[src/rtl/radix4_otf_convert.sv]
// radix4_otf_convert: on-the-fly conversion of a signed radix-4 digit stream into a
// two's-complement integer, keeping Q and QM=Q-1 so negative digits never need a carry.
module radix4_otf_convert #(
    parameter int no_of_digits = 4,
    parameter int radix_bits   = 3,
    parameter int radix        = 4,
    parameter int delta        = 2
) (
    input  logic                      clk,
    input  logic                      reset,
    input  logic                      start,
    input  logic [radix_bits-1:0]     din,
    input  logic                      din_valid,
    output logic                      din_ready,
    output logic [2*no_of_digits:0]   dout,
    output logic                      dout_valid,
    output logic                      digit_err
);
    localparam int W  = 2 * no_of_digits + 1;
    localparam int DB = $clog2(radix);
    localparam int CW = $clog2(no_of_digits + delta + 2);

    typedef enum logic [1:0] {IDLE, SKIP, CONV, DONE} state_t;

    state_t          state_q;
    logic [CW-1:0]   skip_cnt_q, dig_cnt_q;
    logic [W-1:0]    q_q, qm_q, q_d, qm_d;
    logic            err_q, ready_q, valid_q;
    logic            accept, nz, neg, pos, bad;
    logic [DB-1:0]   lo, lo_m1;

    assign accept = din_valid & ready_q;
    assign lo     = din[DB-1:0];
    assign lo_m1  = lo - DB'(1);
    assign nz     = |lo;
    assign neg    = din[radix_bits-1] & nz;
    assign pos    = ~din[radix_bits-1] & nz;
    // -4 has zero low bits with the sign set; it converts exactly like 0
    assign bad    = din[radix_bits-1] & ~nz;

    always_comb begin
        q_d  = neg ? {qm_q[W-DB-1:0], lo} : pos ? {q_q[W-DB-1:0], lo} : {q_q[W-DB-1:0], {DB{1'b0}}};
        qm_d = pos ? {q_q[W-DB-1:0], lo_m1} : neg ? {qm_q[W-DB-1:0], lo_m1} : {qm_q[W-DB-1:0], {DB{1'b1}}};
    end

    always_ff @(posedge clk) begin
        if (reset) begin
            state_q    <= IDLE;
            q_q        <= '0;
            qm_q       <= '1;
            skip_cnt_q <= '0;
            dig_cnt_q  <= '0;
            err_q      <= 1'b0;
            ready_q    <= 1'b0;
            valid_q    <= 1'b0;
        end else if (start) begin
            state_q    <= (delta == 0) ? CONV : SKIP;
            q_q        <= '0;
            qm_q       <= '1;
            skip_cnt_q <= '0;
            dig_cnt_q  <= '0;
            err_q      <= 1'b0;
            ready_q    <= 1'b1;
            valid_q    <= 1'b0;
        end else if (accept) begin
            if (state_q == SKIP) begin
                skip_cnt_q <= skip_cnt_q + CW'(1);
                if (skip_cnt_q == CW'(delta - 1))
                    state_q <= CONV;
            end else if (state_q == CONV) begin
                q_q       <= q_d;
                qm_q      <= qm_d;
                err_q     <= err_q | bad;
                dig_cnt_q <= dig_cnt_q + CW'(1);
                if (dig_cnt_q == CW'(no_of_digits - 1)) begin
                    state_q <= DONE;
                    ready_q <= 1'b0;
                    valid_q <= 1'b1;
                end
            end
        end
    end

    assign din_ready  = ready_q;
    assign dout_valid = valid_q;
    assign digit_err  = err_q;
    assign dout       = q_q;
endmodule

[config.mk]
export PLATFORM = sky130hd
export DESIGN_NAME = radix4_otf_convert
export DESIGN_NICKNAME = d
export VERILOG_FILES = /design/src/rtl/radix4_otf_convert.sv
export SDC_FILE = /design/constraint.sdc
export NUM_CORES = 1
export LEC_CHECK = 0
export BUFFER_PORTS_ARGS = -buffer_cell sky130_fd_sc_hd__buf_2
export CAP_MARGIN = 5
export CORE_MARGIN = 3
export CORE_UTILIZATION = 25
export DETAILED_ROUTE_END_ITERATION = 8
export GPL_TIMING_DRIVEN = 1
export HOLD_SLACK_MARGIN = 0.02
export PLACE_DENSITY_LB_ADDON = 0.1
export SLEW_MARGIN = 5
export SYNTH_ARGS = -nofsm -noshare
export SYNTH_HDL_FRONTEND = slang
export SYNTH_SLANG_ARGS = --single-unit
[constraint.sdc]
create_clock -name clk -period 1.3 [get_ports clk]
set_input_delay 0.065 -clock clk [delete_from_list [all_inputs] [get_ports clk]]
set_output_delay 0.065 -clock clk [all_outputs]
set_load 0.01 [all_outputs]
==> summary.md <==
| Metric | Value |
|---|---|
| Outcome | finished with violations |
| Failing checks | setup timing |
| Cell Pwr Density | around 800 nW/µm² |
| Final min period | 1.38 ns |
| # DRC | 0 |
| DRT iter0 DRCs | 44 |
| Data arrival time of the critical path | 1.57 ns |
| GRT Resource Usage Total | a little over a tenth |
| Flop pwr share | 56.1% |
| Hold WC Path Type | input pin to register |
| R2R Setup Slk | -0.08 ns |
| Switch share | between 20 and 25% |
| DP HPWL | 2.27 mm |
| Area growth syn-to-layout | 44.0% |
| Vias | about 1100 |
| RSZ-0062 raised after global routing | true |
| Least-Margin Pin Slew | 0.308 ns |
| IO Port Bufs | 18 |
| MaxCap Viol Count | 0 |
| Non-Filler Instances | 243 |
| Setup crit end | qm_q[0] |
| EDFF count, synth | 0 |
| Fraction of layout instances using a drive strength above 1 | ~44% |
| Fill count | approximately 510 |
| P_sw | 0.371 mW |
| Sequential area share after synthesis | 41.6% |
| Slew headroom | 79.4% |
| Antenna Cells | 0 |
| WL/cell | between 10 and 15 µm |
| # rows | 25 |
| Pint | 1.13 mW |
| XOR/XNOR Fraction of Synth Area | a little over 2% |
| Max frequency | between 700 and 800 MHz |
| CP max FO | 4 |
| Setup ws final | -0.0844 ns |
| Vias in the first global route | ~1100 |
| Worst reg-to-reg path cell count | 5 |
| Final GP Congestion | between 0.7 and 0.8 |
| Clk sinks | 27 |
| Peak VDD IR | ~0.36 mV |
| Vias/cell | between 4 and 5 |
| Worst setup SP type | register |
| Wire length of the first global-routing pass | 5.30 mm |
| Final Hold Vio Count | 0 |
| I/O pins | 19 |
| Final WL | approximately 3.2 mm |
| Post-synthesis compound-gate area fraction | around 17% |
| Core area | 4880 µm² |
| Initial antenna violation count | 0 |
| WP data required | 1.48 ns |
| Warning count from the yosys run | 0 |
| Largest family of logic cells by synthesized area | simple AND/OR/NAND/NOR gates |
| Crit path launch | state_q[1] |
| Slew Viols, Final | 0 |
| Yosys reg bits | 27 |
| Syn Area/Cell | slightly above 9 µm² |
| Post-synthesis mux area share | under 10% |
| Origin of the critical flop-to-flop path | state_q[1] |
| Yosys cell types | 31 |
| Die width | 78.1 µm |
| CP Capture Type | register |
| Die area | ~6000 µm² |
| Clock Power Share | approximately a third |
| Mapped cell area | ~1300 µm² |
| # setup viols final | 13 |
| Initial Utilization | a little over a quarter |
| Nets | just under 200 |
| Syn Inst Count | 140 |
| Clk slew on worst S/H paths | roughly 0.10 ns |
| Worst Clk Skew | just under 0.006 ns |
| CTS tree | yes |
| Die H | a little under 80 µm |
| Overflow after GRT | 0 |
| Gate power share | around 11% |
| Commonest non-fill, non-tap cells in the layout | dfxtp_1 (23), buf_2 (18), nor2_1 (15), buf_4 (15), nand2_1 (10) |
| Syn Nets | ~160 |
| Final Cycle Share | 106% |
| Simple-Gate Fraction of Synth Area | around a fifth |
| CTS root buf | clkbuf_8 |
| Top_reg_cell synth | dfxtp_1 |
| P_leak | 0.809 nW |
| Adder-Cell Fraction of Synth Area | under 10% |
| WS Path Type | register to register |
| H-tree levels | 1 |
| Commonest non-fill, non-tap cell in the layout | dfxtp_1 |
| Post-DRT Antenna Nets | 0 |
| Ys async rst share | 0% |
| CTS Buf Count | 3 |
| FF-to-FF End | qm_q[0] |
| Post-Place Worst Slack | -0.105 ns |
| Maximum clock path buffer count | 2 |
| DRT Pass-1 Iters | 4 |
| Placed Cells | 234 |
| Clock Latency Late Sink | 0.28 ns |
| Pin count of the biggest net entering global routing | 21 |
-- layout make-up --
type                    count  area, µm²  share of cell area (%)
multi-input cells          97        828                    44.3
flip-flops and latches     27        546                    29.2
repair buffers             40        334                    17.9
well taps                  67       83.8                    4.48
clock buffers               3       41.3                    2.21
inverters                   8       30.0                    1.61
clock inverters             1       7.51                   0.401
-- sequential cells by signal, indices dropped and copies added, names as in the netlist --
register / cells
dig_cnt_q: 3
digit_err: 1
din_ready: 1
dout: 9
dout_valid: 1
qm_q: 7
skip_cnt_q: 3
state_q: 2
-- routing by layer --
metal / wire [µm] / part of all wire (%) / track usage [%]
met5: 0 / 0 / 0
met3: 93 / 2.9 / 2.41
met2: 1420 / 44 / 17.4
met4: 27 / 0.83 / 2.62
met1: 1700 / 52 / 14.4
-- kinds of logic (layout without fill, tap and decap cells) --
family	Yosys count	after routing
adder cells (fa/ha/maj)	9	9
multiplexers	7	7
AND/OR/NAND/NOR	51	51
AO/OA/AOI/OAI	27	27
flip-flops	27	27
buffers and inverters	16	52
XOR/XNOR	3	3
-- what timing repair did --
| action | 4_1_cts | 5_1_grt |
|---|---|---|
| setup endpoints to repair | 20 | 24 |
| hold endpoints to repair | 2 | 0 |
| cloned | 0 | 2 |
| pin swaps | 1 | 12 |
| setup buffers | 0 | 2 |
| resized for setup | 6 | 29 |
| hold buffers | 1 | 0 |
-- synthesized netlist by cell type, types with 3 or more instances --
cell | n | area [µm²]
nor3_1 | 5 | 25.0
mux2i_1 | 7 | 70.1
a21oi_1 | 5 | 25.0
a211oi_1 | 5 | 37.5
nand2b_1 | 4 | 25.0
ha_1 | 9 | 113
o311ai_1 | 5 | 43.8
nand2_1 | 11 | 41.3
dfxtp_1 | 27 | 541
buf_4 | 4 | 30.0
inv_1 | 8 | 30.0
a31oi_1 | 3 | 18.8
a211oi_2 | 4 | 50.1
nor2_1 | 22 | 82.6
-- metrics by stage --
| stage | power [mW] | setup TNS [ns] | utilization, % | hold slack [ns] | area, µm² |
|---|---|---|---|---|---|
| final | 1.50 | -0.534 | 38.3 | 0.0826 | 1870 |
| after global routing | 1.57 | -2.16 | 38.3 | 0.0864 | 1870 |
| after CTS | 1.51 | -1.09 | 34.4 | 0.0809 | 1680 |
| after detailed placement | 1.01 | -0.749 | 32.7 | 0.291 | 1600 |
| after global placement | 1.01 | -0.400 | 32.7 | 0.280 | 1600 |
| after floorplan | 0.938 | -0.0784 | - | 0.134 | 1310 |
-- critical path, stage by stage, from the launching register on --
cell and delay [ns]:
dfxtp_2 0.34, buf_4 0.11, ha_4 0.15, nand4b_4 0.13, or3_4 0.39, a21o_1 0.16
-- power groups by stage --
stage | registers (mW) | logic [mW] | clock network (mW)
after floorplan | 0.859 | 0.0791 | 0
after global placement | 0.859 | 0.152 | 0
after detailed placement | 0.859 | 0.152 | 0
after CTS | 0.840 | 0.156 | 0.512
after global routing | 0.844 | 0.182 | 0.542
final | 0.842 | 0.164 | 0.495
-- worst min-delay path by stage --
| stage | start | to | slack [ns] | cells past startpoint |
|---|---|---|---|---|
| finish | start | din_ready | 0.08 | 3 |
| global route | start | din_ready | 0.09 | 3 |
| CTS | start | din_ready | 0.08 | 3 |
| detailed placement | reset | din_ready | 0.29 | 2 |
| global placement | reset | din_ready | 0.28 | 2 |
| floorplan | reset | state_q[0] | 0.13 | 1 |
Power figures use the tool's default switching activity.
